===== config.mk =====
export PLATFORM = sky130hd
export DESIGN_NAME = fetch_unit
export DESIGN_NICKNAME = d
export VERILOG_FILES = /design/src/rtl/cpu_pkg.sv /design/src/rtl/pc_next_mux.sv /design/src/rtl/fetch_unit.sv
export SDC_FILE = /design/constraint.sdc
export NUM_CORES = 1
export LEC_CHECK = 0
export CAP_MARGIN = 10
export CELL_PAD_IN_SITES_DETAIL_PLACEMENT = 0
export CELL_PAD_IN_SITES_GLOBAL_PLACEMENT = 1
export CORE_ASPECT_RATIO = 0.75
export CORE_MARGIN = 2
export CORE_UTILIZATION = 29
export DETAILED_ROUTE_END_ITERATION = 16
export GPL_TIMING_DRIVEN = 0
export PLACE_DENSITY = 0.73
export SLEW_MARGIN = 5
export SYNTH_ARGS = -nofsm -noshare
export SYNTH_HDL_FRONTEND = slang
export SYNTH_SLANG_ARGS = --single-unit

===== constraint.sdc =====
create_clock -name clk -period 4.3 [get_ports clk]
set_input_delay 0.43 -clock clk [delete_from_list [all_inputs] [get_ports clk]]
set_output_delay 0.43 -clock clk [all_outputs]
set_load 0.005 [all_outputs]

===== src/rtl/cpu_pkg.sv =====
// Shared CPU constants and state encodings for the fetch / control stages.
package cpu_pkg;

  localparam int unsigned INSTR_W = 16;
  localparam int unsigned PC_STEP = 2;
  localparam int unsigned PC_SKIP = 4;

  typedef enum logic [1:0] {
    FS_IDLE  = 2'd0,
    FS_FETCH = 2'd1,
    FS_HOLD  = 2'd2,
    FS_ERR   = 2'd3
  } fetch_state_t;

endpackage


===== src/rtl/pc_next_mux.sv =====
// Next-PC selection: branch target (halfword aligned) > skip (+4) > step (+2).
module pc_next_mux #(
  parameter int unsigned ADDR_W = 16
) (
  input  logic [ADDR_W-1:0] pc_i,
  input  logic              branch_en_i,
  input  logic              en_pc_2_i,
  input  logic [ADDR_W-1:0] branch_target_i,
  output logic [ADDR_W-1:0] next_pc_o
);
  import cpu_pkg::*;

  // Priority select; additions wrap modulo 2^ADDR_W.
  always_comb begin
    next_pc_o = pc_i + ADDR_W'(PC_STEP);
    if (branch_en_i) begin
      next_pc_o = {branch_target_i[ADDR_W-1:1], 1'b0};
    end else if (en_pc_2_i) begin
      next_pc_o = pc_i + ADDR_W'(PC_SKIP);
    end
  end

endmodule


===== src/rtl/fetch_unit.sv =====
// Instruction fetch stage: owns the PC, fetches one word per instruction over
// a req/ack handshake, holds it until pc_inc, and faults on a memory timeout.
module fetch_unit #(
  parameter int unsigned        ADDR_W   = 16,
  parameter int unsigned        INSTR_W  = cpu_pkg::INSTR_W,
  parameter logic [ADDR_W-1:0]  RESET_PC = '0,
  parameter int unsigned        TIMEOUT  = 16
) (
  input  logic               clk,
  input  logic               rst,
  input  logic               pc_inc,
  input  logic               en_pc_2,
  input  logic               branch_en,
  input  logic [ADDR_W-1:0]  branch_target,
  output logic               mem_req,
  output logic [ADDR_W-1:0]  mem_addr,
  input  logic               mem_ack,
  input  logic [INSTR_W-1:0] mem_rdata,
  output logic [INSTR_W-1:0] instruction,
  output logic               inst_valid,
  output logic [ADDR_W-1:0]  pc,
  output logic               fetch_err,
  output logic [1:0]         fetch_state
);
  import cpu_pkg::*;

  localparam int unsigned CNT_W = $clog2(TIMEOUT + 1);

  fetch_state_t       state_q, state_d;
  logic [ADDR_W-1:0]  pc_q, pc_d;
  logic [INSTR_W-1:0] instr_q, instr_d;
  logic               valid_q, valid_d;
  logic               err_q, err_d;
  logic [CNT_W-1:0]   tmo_q, tmo_d;
  logic [ADDR_W-1:0]  next_pc;
  logic               timeout_hit;

  pc_next_mux #(
    .ADDR_W (ADDR_W)
  ) u_pc_next_mux (
    .pc_i            (pc_q),
    .branch_en_i     (branch_en),
    .en_pc_2_i       (en_pc_2),
    .branch_target_i (branch_target),
    .next_pc_o       (next_pc)
  );

  // Current cycle is the last ack-less FETCH cycle allowed.
  assign timeout_hit = (tmo_q == CNT_W'(TIMEOUT - 1));

  // State register.
  always_ff @(posedge clk or posedge rst) begin
    if (rst) begin
      state_q <= FS_IDLE;
    end else begin
      state_q <= state_d;
    end
  end

  // Next-state logic; an ack on the timeout cycle takes precedence over the fault.
  always_comb begin
    state_d = state_q;
    unique case (state_q)
      FS_IDLE:  state_d = FS_FETCH;
      FS_FETCH: begin
        if (mem_ack) begin
          state_d = FS_HOLD;
        end else if (timeout_hit) begin
          state_d = FS_ERR;
        end
      end
      FS_HOLD:  if (pc_inc) state_d = FS_FETCH;
      FS_ERR:   state_d = FS_ERR;
      default:  state_d = FS_ERR;
    endcase
  end

  // Outputs decoded from state.
  always_comb begin
    mem_req     = (state_q == FS_FETCH);
    fetch_state = state_q;
  end

  // Datapath next-state: PC, instruction capture, valid flag, fault and timeout counter.
  always_comb begin
    pc_d    = pc_q;
    instr_d = instr_q;
    valid_d = valid_q;
    err_d   = err_q;
    tmo_d   = tmo_q;
    unique case (state_q)
      FS_IDLE: tmo_d = '0;
      FS_FETCH: begin
        if (mem_ack) begin
          instr_d = mem_rdata;
          valid_d = 1'b1;
        end else if (timeout_hit) begin
          err_d   = 1'b1;
          valid_d = 1'b0;
        end else begin
          tmo_d = tmo_q + CNT_W'(1);
        end
      end
      FS_HOLD: begin
        if (pc_inc) begin
          pc_d    = next_pc;
          valid_d = 1'b0;
          tmo_d   = '0;
        end
      end
      FS_ERR:  valid_d = 1'b0;
      default: valid_d = 1'b0;
    endcase
  end

  // Datapath registers.
  always_ff @(posedge clk or posedge rst) begin
    if (rst) begin
      pc_q    <= {RESET_PC[ADDR_W-1:1], 1'b0};
      instr_q <= '0;
      valid_q <= 1'b0;
      err_q   <= 1'b0;
      tmo_q   <= '0;
    end else begin
      pc_q    <= pc_d;
      instr_q <= instr_d;
      valid_q <= valid_d;
      err_q   <= err_d;
      tmo_q   <= tmo_d;
    end
  end

  assign mem_addr    = pc_q;
  assign pc          = pc_q;
  assign instruction = instr_q;
  assign inst_valid  = valid_q;
  assign fetch_err   = err_q;

endmodule


# Yosys cells after proc, flatten, opt, wreduce, memory -nomap -nowiden
# Cells that the tools add are included.
# totals
reg_bits	41
latchBits	0
ramBits	0
rom_bits	0
input_bits	38
elab_cells	41
memories	0
# op_classes
n_addsub	3
multipliers	0
div_mod_pow	0
n_lt_le_gt_ge	0
n_eq_ne	8
n_shift	0
mux	14
bitwise	1
reduce_logical	9
# ops
op	count
$mux 16	2
$add 16x2->16 const B	1
$add 16x3->16 const B	1
$mux 5	3
$pmux 5 s3	1
$pmux 2 s4	1
$mux 2	3
$ne 2x2->1 const B	3
$reduce_and 2->1	3
$reduce_and 3->1	2
$reduce_bool 3->1	2
$add 5x1->5 const B	1
$eq 5x4->1 const B	1
$eq 2x2->1 const B	2
$reduce_and 4->1	1
$mux 1	3
$ne 3x1->1 const B	1
$pmux 1 s3	1
$eq 2x1->1 const B	1
$logic_not 2->1	1
$not 1->1	1

# Logic depth before layout (Yosys ltp)
# Gate-level depths: netlist (run 1).
# logic_depth
word_depth	4
ltp_mapped	7

# By module
# A second synthesis (run 1) with hierarchy kept.
# hier_totals
hier_cells	208
hier_area_um2	2273.4
# by_module_without_submodules
mod	instances	cells_each	area_per_inst_um2	seq_area_each_um2
fetch_unit	1	127	1760.4	1026.0
pc_next_mux	1	81	513.0	0.0

# Worst setup path before layout (run 1)
# OpenSTA, ideal clock, no wires.
# synth_timing
kind	register to register
start	register tmo_q[0]
end	register tmo_q[3]
arrival_ns	2.009
path_slack_ns	2.222
path_stages_with_launch	8
n_path_buf	1
cell_sequence	dfrtp_1 > ha_1 > and3_1 > ha_1 > o32a_1 > buf_2 > or4_1 > nand3_1
# synth_between
elab_chain_len	4
# synth_lines
element	line	source
start, declared	fetch_unit.sv:34	logic [CNT_W-1:0] tmo_q, tmo_d;
start signal, assigned	fetch_unit.sv:129	tmo_q <= tmo_d;
$add 5x1->5	fetch_unit.sv:101	tmo_d = tmo_q + CNT_W'(1);
$mux 5	fetch_unit.sv:97	end else if (timeout_hit) begin
$mux 5	fetch_unit.sv:94	if (mem_ack) begin
$pmux 5 s3	fetch_unit.sv:91	unique case (state_q)
# Several ways; a longest one is shown, not always the timed one. The select of a mux whose other input is x is not followed.
# A chain may end at the register's enable or synchronous reset.

# Worst setup path in the final report (run 1)
# Same ends and word-level chain as after synthesis.

==> flow_summary.json, run 1 <==
{
  "status": "completed",
  "ys_types": 46,
  "ir_drop_uv": 247,
  "cp-start-kind": "flip-flop",
  "ctsHoldBuffers": 0,
  "grtUsageTotal": 0.150,
  "overflow": 0,
  "clock_skew_ps": 18.9,
  "dp.cells": 408,
  "syn_area_sq_um": 2200,
  "syn_inst": 219,
  "maxSlewViolCount": 0,
  "worstPathMaxFanout": 10,
  "slowest_stage": "or4_1",
  "design_area_sq_um": 3290,
  "yosys_warnings": 0,
  "coreArea_sq_um": 7330,
  "cts_setup_buffers": 0,
  "drt_iter0_drc": 141,
  "endpoint_kind": "flip-flop",
  "clock-sinks": 40,
  "wl_per_cell_um": 14.5,
  "place_congestion": 0.743,
  "final-setup-viol-count": 0,
  "max_stage_delay_ps": 470,
  "dieWidth_um": 105,
  "dpl-instance-area_sq_um": 3210,
  "final_nets": 356,
  "cts_max_level": 2,
  "grt_pass1_wl_um": 9830,
  "fin_util": 0.449,
  "r2r_start": "tmo_q[0]",
  "hold_viol": 0,
  "tightestPinTransition_ps": 521,
  "area_growth_syn_to_layout_pct": 49.9,
  "timing.rr.end": "tmo_q[3]",
  "drt-pass1-iter-count": 4,
  "top_layer": "met4",
  "p_total_mw": 1.79,
  "dp_hpwl_um": 4420,
  "wl_met2_um": 2610,
  "finalHoldWorstSlack_ps": 378,
  "synth_ff_type": "dfrtp_1",
  "max_freq_ghz": 0.454,
  "timing.critical_path.required_ps": 4540,
  "clockBufferDepth": 2,
  "cap_violations": 0,
  "r2r_setup_slack_ps": 2100,
  "cp_cell_sequence": "ha_1 > and3_1 > ha_1 > o32a_1 > buf_2 > or4_1 > nand3_1",
  "cts-root-buf": "clkbuf_8",
  "antenna_found_initial": 0,
  "timing.final.ws_setup_ps": 2100,
  "clkTransAtPathRegs_ps": 90,
  "p_leak_nw": 1.39,
  "synth_edf_count": 0,
  "fp-row-count": 27,
  "diodes": 0,
  "min_path_type": "in2async",
  "pre_cts_slack_ps": 2020,
  "rsz0062_at_grt": "false",
  "wirelength_um": 6050,
  "cts_tree": "done",
  "io_pins": 91,
  "via_per_inst": 4.86,
  "crit_top_cell": "ha_1",
  "yosysSeqAreaShare": 0.455,
  "die_h_um": 79.4,
  "port_buffers": 86,
  "synth.ff_latch_count": 40,
  "max_slew_margin": 0.643,
  "period_needed_ps": 2200,
  "grt_pass1_vias": 1899,
  "vias": 2021,
  "startpoint": "tmo_q[0]",
  "clkLatencyLatePin_ps": 300,
  "dieArea_sq_um": 8300,
  "drc": 0,
  "period_share": 0.512,
  "wl_met1_um": 3020,
  "grt_max_degree": 31,
  "path_class": "reg2reg",
  "rr_worst_depth": 7,
  "cts_buffers": 5,
  "powerDensity_nw_per_um2": 545,
  "finalNonFillerCells": 416,
  "final.setup.tns_ps": 0,
  "drive_gt1_frac": 0.127,
  "arrival_ps": 2450,
  "postSynthAreaPerCell_sq_um": 10.0,
  "async_reset_ff_frac": 1.00,
  "ctsResizeCount": 0,
  "ant_nets": 0,
  "met3_wirelength_um": 386,
  "start_util": 0.300
}
==> registers in the layout, summed over array words and instances (netlist names) <==
name and count:
instruction 16, inst_valid 1, mem_addr 15, fetch_err 1, fetch_state 2, tmo_q 5
==> Yosys cell counts (2+ instances only) <==
master	number	area (sq um)
nor3_1	9	45.0
o22ai_1	9	56.3
nand3_1	8	40.0
buf_4	18	135
or4_1	2	15.0
nor2b_1	3	18.8
nor2_1	12	45.0
and4_1	3	26.3
ha_1	4	50.1
mux2_1	9	101
a22oi_1	2	15.0
mux2i_1	8	80.1
and3_1	2	12.5
o21ai_0	8	40.0
buf_2	2	10.0
nand4_1	6	37.5
mux2_2	8	90.1
nand2_1	17	63.8
clkbuf_1	5	18.8
a21oi_1	13	65.1
dfrtp_1	40	1000
inv_1	7	26.3
==> critical path: cells and delay by family, from the launching register on <==
kind	cells	cell delay (ps)
buffers and inverters	1	170
flip-flops	1	420
AND/OR/NAND/NOR	3	750
adder cells (fa/ha/maj)	2	460
AO/OA/AOI/OAI	1	350
==> kinds of logic (layout without fill, tap and decap cells) <==
kind of cell | Yosys count | in the layout | synth area share
buffers and inverters | 33 | 128 | 0.0882
muxes | 25 | 25 | 0.124
AOI/OAI and AO/OA | 45 | 45 | 0.134
DFF | 40 | 40 | 0.455
and+or+nand+nor | 71 | 71 | 0.175
adders and majority gates | 4 | 4 | 0.0228
other | 1 | 2 | 0.00171
==> area by class of cell <==
class / instances / area, sq um
clock inverters: 1 / 8.76
inverters: 8 / 30.0
flip-flops and latches: 40 / 1000
multi-input cells: 147 / 1010
fillers: 729 / 4040
clock buffers: 7 / 76.3
repair buffers: 87 / 881
plain buffers: 25 / 164
well taps: 101 / 126
==> routing by layer <==
layer  GRT usage  up-vias
met1       0.218      971
met5           0        -
met4      0.0446        0
met2       0.220       71
li1            -      977
met3      0.0359        2
==> power breakdown <==
part,switching [mW],total [mW],internal [mW]
clock,0.141,0.257,0.116
sequential,0.166,0.692,0.525
combinational,0.286,0.845,0.560
==> worst max-delay path by stage <==
stage	endpoint	slack, ps	cells after the start
final	tmo_q[3]	2100	7
after global routing	tmo_q[3]	1990	7
after CTS	tmo_q[3]	2090	7
after detailed placement	mem_addr[5]	2020	5
after global placement	instruction[13]	1990	2
after floorplan	tmo_q[3]	2220	7
==> cell usage in the layout, fill, tap and decap left out, types with 9 or more instances in the layout <==
master	n
mux2_1	9
nand2_1	17
nor3_1	9
nor2_1	12
clkdlybuf4s50_1	86
o22ai_1	9
buf_4	18
dfrtp_1	40
a21oi_1	13
Power figures use the tool's default switching activity.
==> run 2: changes to the inputs <==
--- a/config.mk
+++ b/config.mk
@@ -13,7 +13,7 @@
 export CORE_UTILIZATION = 29
 export DETAILED_ROUTE_END_ITERATION = 16
 export GPL_TIMING_DRIVEN = 0
-export PLACE_DENSITY = 0.73
+export PLACE_DENSITY = 0.76
 export SLEW_MARGIN = 5
 export SYNTH_ARGS = -nofsm -noshare
 export SYNTH_HDL_FRONTEND = slang
==> constraint.sdc (replaced) <==
create_clock -name clk -period 1.9 [get_ports clk]
set_input_delay 0.19 -clock clk [delete_from_list [all_inputs] [get_ports clk]]
set_output_delay 0.19 -clock clk [all_outputs]
set_load 0.005 [all_outputs]
==> run 2 against run 1 <==
  * Sequential share of layout area down 1.2 points
  * Largest power group unchanged
  * Sequential power up 130%
  * Total power rose by 140%
  * Maximum frequency is 17% higher
  * Critical endpoint unchanged
==> flow_summary.json, run 2 (synthesis gave the netlist of run 1 again) <==
{
  "timing.rr.end": "tmo_q[3]",
  "wirelength_um": 6570,
  "cts-root-buf": "clkbuf_8",
  "pre_cts_slack_ps": -182,
  "grt_max_degree": 24,
  "wl_met1_um": 3230,
  "maxSlewViolCount": 0,
  "path_depth": 7,
  "final-setup-viol-count": 0,
  "p_leak_nw": 1.46,
  "period_share": 0.988,
  "drt_iter0_drc": 112,
  "final.setup.tns_ps": 0,
  "overflow": 0,
  "largest_reg_flops": 16,
  "start_util": 0.300,
  "max_slew_margin": 0.624,
  "powerDensity_nw_per_um2": 1270,
  "period_needed_ps": 1880,
  "via_per_inst": 4.91,
  "timing.critical_path.required_ps": 2140,
  "max_freq_ghz": 0.533,
  "clockBufferDepth": 2,
  "fp-row-count": 27,
  "diodes": 0,
  "drive_gt1_frac": 0.197,
  "path_class": "reg2reg",
  "endpoint": "tmo_q[3]",
  "clkLatencyLatePin_ps": 300,
  "ctsHoldBuffers": 0,
  "rsz0062_at_grt": "true",
  "dp_hpwl_um": 4840,
  "ant_nets": 0,
  "r2r_start": "tmo_q[1]",
  "cp_cell_sequence": "ha_2 > and3_4 > ha_4 > o32a_1 > buf_6 > or4_4 > nand3_2",
  "cap_violations": 0,
  "rr_worst_depth": 7,
  "wl_per_cell_um": 15.4,
  "cp-start-kind": "flip-flop",
  "status": "completed",
  "drt-pass1-iter-count": 4,
  "worstPathMaxFanout": 7,
  "vias": 2092,
  "cp.buffers_inverters": 1,
  "grt_pass1_wl_um": 10500,
  "grt_pass1_vias": 2042,
  "wl_met2_um": 2900,
  "slowest_stage": "or4_4",
  "io_pins": 91,
  "clock-sinks": 40,
  "dpl-instance-area_sq_um": 3240,
  "port_buffers": 86,
  "cts_buffers": 5,
  "layout_common_cells": "clkdlybuf4s50_1 (86), dfrtp_1 (36), buf_4 (28)",
  "antenna_found_initial": 0,
  "endpoint_kind": "flip-flop",
  "arrival_ps": 2120,
  "critPathTopFamily": "simple AND/OR/NAND/NOR gates",
  "min_path_type": "in2async",
  "top_layer": "met4",
  "ir_drop_uv": 554,
  "place_congestion": 0.821,
  "dieWidth_um": 105,
  "final_nets": 366,
  "design_area_sq_um": 3450,
  "dieArea_sq_um": 8300,
  "timing.final.ws_setup_ps": 22.7,
  "drc": 0,
  "startpoint": "tmo_q[1]",
  "layout_commonest_cell": "clkdlybuf4s50_1",
  "die_h_um": 79.4,
  "clock_skew_ps": 14.2,
  "area_growth_syn_to_layout_pct": 56.8,
  "grtUsageTotal": 0.160,
  "hold_viol": 0,
  "cts_max_level": 2,
  "tightestPinTransition_ps": 564,
  "max_stage_delay_ps": 410,
  "met3_wirelength_um": 366,
  "coreArea_sq_um": 7330,
  "cts_tree": "done",
  "r2r_setup_slack_ps": 20,
  "clkTransAtPathRegs_ps": 90
}
[run 2: cell types whose count changed in the layout (fill, tap and decap cells not counted), sizes merged]
| cell | previous run | this run |
|---|---|---|
| buf | 21 | 31 |
| clkbuf | 12 | 11 |
| bufinv | 0 | 1 |
[run 2: worst min-delay path by stage]
stage	startpoint	to
after floorplan	mem_ack	fetch_state[0]
after global routing	rst	instruction[1]
after CTS	rst	instruction[1]
after detailed placement	fetch_err	fetch_err
final	rst	instruction[12]
after global placement	fetch_err	fetch_err
[run 2: per-layer routing]
metal  global-route usage  vias to the layer above
met5                    0                        -
li1                     -                      988
met4               0.0419                        0
met2                0.237                       73
met3               0.0400                        8
met1                0.231                     1023
[run 2: cell type report]
cell class / instances / area [sq um]
fillers: 711 / 3880
flip-flops and latches: 40 / 1010
plain buffers: 25 / 171
well taps: 101 / 126
clock inverters: 2 / 35.0
multi-input cells: 147 / 1050
repair buffers: 97 / 956
inverters: 8 / 30.0
clock buffers: 6 / 72.6
[run 2: metrics by stage]
step | util | total power [mW] | hold WS, ps | std cells
after global placement | 0.439 | 3.51 | 446 | 407
after detailed placement | 0.441 | 3.57 | 444 | 408
after CTS | 0.462 | 4.34 | 218 | 421
after global routing | 0.470 | 4.67 | 236 | 426
final | 0.470 | 4.39 | 203 | 426
after floorplan | - | 2.39 | 297 | 220
[run 2: timing repair]
| item | in CTS | in global routing |
|---|---|---|
| setup buffers | 5 | 5 |
| cloned | 0 | 0 |
| resized for setup | 3 | 8 |
| pin swaps | 1 | 4 |
| endpoints found under the setup margin | 3 | 11 |
[run 2: power breakdown]
| part | internal (mW) | switching (mW) | total [mW] |
|---|---|---|---|
| clock | 0.390 | 0.310 | 0.700 |
| combinational | 1.37 | 0.726 | 2.10 |
| sequential | 1.20 | 0.394 | 1.59 |
| total | 2.96 | 1.43 | 4.39 |
==> run 3: changes to the inputs <==
--- a/config.mk
+++ b/config.mk
@@ -13,7 +13,7 @@
 export CORE_UTILIZATION = 29
 export DETAILED_ROUTE_END_ITERATION = 16
 export GPL_TIMING_DRIVEN = 0
-export PLACE_DENSITY = 0.76
+export PLACE_DENSITY = 0.73
 export SLEW_MARGIN = 5
 export SYNTH_ARGS = -nofsm -noshare
 export SYNTH_HDL_FRONTEND = slang
==> constraint.sdc (replaced) <==
create_clock -name clk -period 2.3 [get_ports clk]
set_input_delay 0.23 -clock clk [delete_from_list [all_inputs] [get_ports clk]]
set_output_delay 0.23 -clock clk [all_outputs]
set_load 0.005 [all_outputs]
==> run 3 against run 2 <==
  * Die area unchanged
  * Via count fell by 3.9%
  * Total power down 23%
  * Sequential share of layout area rose by 1.1 points
  * Maximum frequency decreased by 14%
  * Combinational power down 24%
  * Largest cell class unchanged
  * Non-clock buffer count down 9
  * Global-route usage is 0.98 points lower
  * Critical endpoint unchanged
  * Critical path depth is the same
  * Sequential power down 19%
==> flow_summary.json, run 3 (synthesis gave the netlist of run 1 again) <==
{
  "cts_tree": "done",
  "ctsResizeCount": 0,
  "cts-root-buf": "clkbuf_8",
  "cp-start-kind": "flip-flop",
  "clockBufferDepth": 2,
  "layout_commonest_cell": "clkdlybuf4s50_1",
  "fp-row-count": 27,
  "coreArea_sq_um": 7330,
  "ant_nets": 0,
  "min_path_type": "in2async",
  "area_growth_syn_to_layout_pct": 50.2,
  "p_leak_nw": 1.40,
  "ir_drop_uv": 463,
  "clock_skew_ps": 17.4,
  "path_class": "reg2reg",
  "grt_pass1_vias": 1899,
  "clock-sinks": 40,
  "drt-pass1-iter-count": 4,
  "grtUsageTotal": 0.150,
  "drt_iter0_drc": 97,
  "rsz0062_at_grt": "false",
  "diodes": 0,
  "overflow": 0,
  "final-setup-viol-count": 0,
  "vias": 2010,
  "ctsHoldBuffers": 0,
  "wl_per_cell_um": 14.5,
  "powerDensity_nw_per_um2": 1020,
  "max_slew_margin": 0.631,
  "arrival_ps": 2430,
  "largest_reg_flops": 16,
  "grt_pass1_wl_um": 9830,
  "finalHoldWorstSlack_ps": 178,
  "dieWidth_um": 105,
  "place_congestion": 0.743,
  "cts_buffers": 5,
  "wirelength_um": 6050,
  "dp_hpwl_um": 4420,
  "cts_setup_buffers": 0,
  "fill_cells": 730,
  "final.setup.tns_ps": 0,
  "cts_max_level": 2,
  "max_freq_ghz": 0.458,
  "rr_worst_depth": 7,
  "port_buffers": 86,
  "period_needed_ps": 2180,
  "dieArea_sq_um": 8300,
  "final_nets": 357,
  "drc": 0,
  "status": "completed",
  "clkLatencyLatePin_ps": 300,
  "endpoint_kind": "flip-flop",
  "grt_max_degree": 31,
  "die_h_um": 79.4,
  "timing.critical_path.required_ps": 2540,
  "p_total_mw": 3.36,
  "maxSlewViolCount": 0,
  "io_pins": 91,
  "clkTransAtPathRegs_ps": 90,
  "hold_viol": 0,
  "cap_violations": 0,
  "layout_common_cells": "clkdlybuf4s50_1 (86), dfrtp_1 (40), buf_4 (19)",
  "period_share": 0.950,
  "via_per_inst": 4.82,
  "start_util": 0.300,
  "antenna_found_initial": 0,
  "worstPathMaxFanout": 10,
  "tightestPinTransition_ps": 553,
  "drive_gt1_frac": 0.130
}
[run 3: area by class of cell]
type                       instances  area [sq um]  share of cell area
buffer                            25           164              0.0496
clock buffer                       7          76.3              0.0231
clock inverter                     1          8.76             0.00265
inverter                           8          30.0             0.00909
multi-input combinational        147          1010               0.305
sequential                        40          1000               0.303
tap                              101           126              0.0383
timing repair buffer              88           888               0.269
[run 3: path summary, 6_finish.rpt]
check                          start               to  slack, ps
min reg2reg                fetch_err        fetch_err        470
max in group asynchronous        rst     mem_addr[14]       1670
min                              rst  instruction[12]        180
max                         tmo_q[0]         tmo_q[3]        120
max reg2reg                 tmo_q[0]         tmo_q[3]        120
min in group clk             en_pc_2      mem_addr[1]        390
[run 3: routing by layer]
| metal | GRT usage | part of all wire |
|---|---|---|
| met1 | 0.218 | 0.49 |
| met2 | 0.220 | 0.43 |
| met3 | 0.0359 | 0.070 |
| met4 | 0.0446 | 0.0088 |
| met5 | 0 | 0 |
[run 3: stage by stage]
stage / setup WS (ps) / instances / cell area, sq um / utilization
floorplan: 222 / 220 / 2200 / -
global placement: 105 / 407 / 3190 / 0.435
CTS: 90.3 / 416 / 3290 / 0.449
global route: 3.81 / 417 / 3300 / 0.450
detailed placement: 115 / 408 / 3210 / 0.438
finish: 115 / 417 / 3300 / 0.450
[run 3: power by group]
| group | internal, mW | switching [mW] |
|---|---|---|
| sequential | 0.982 | 0.309 |
| clock | 0.217 | 0.263 |
| combinational | 1.05 | 0.538 |
[run 3: critical path, cell delays in order, from the launching register on]
cell	delay, ps
dfrtp_1	410
ha_1	240
and3_1	190
ha_1	230
o32a_1	350
buf_2	170
or4_1	470
nand3_1	90
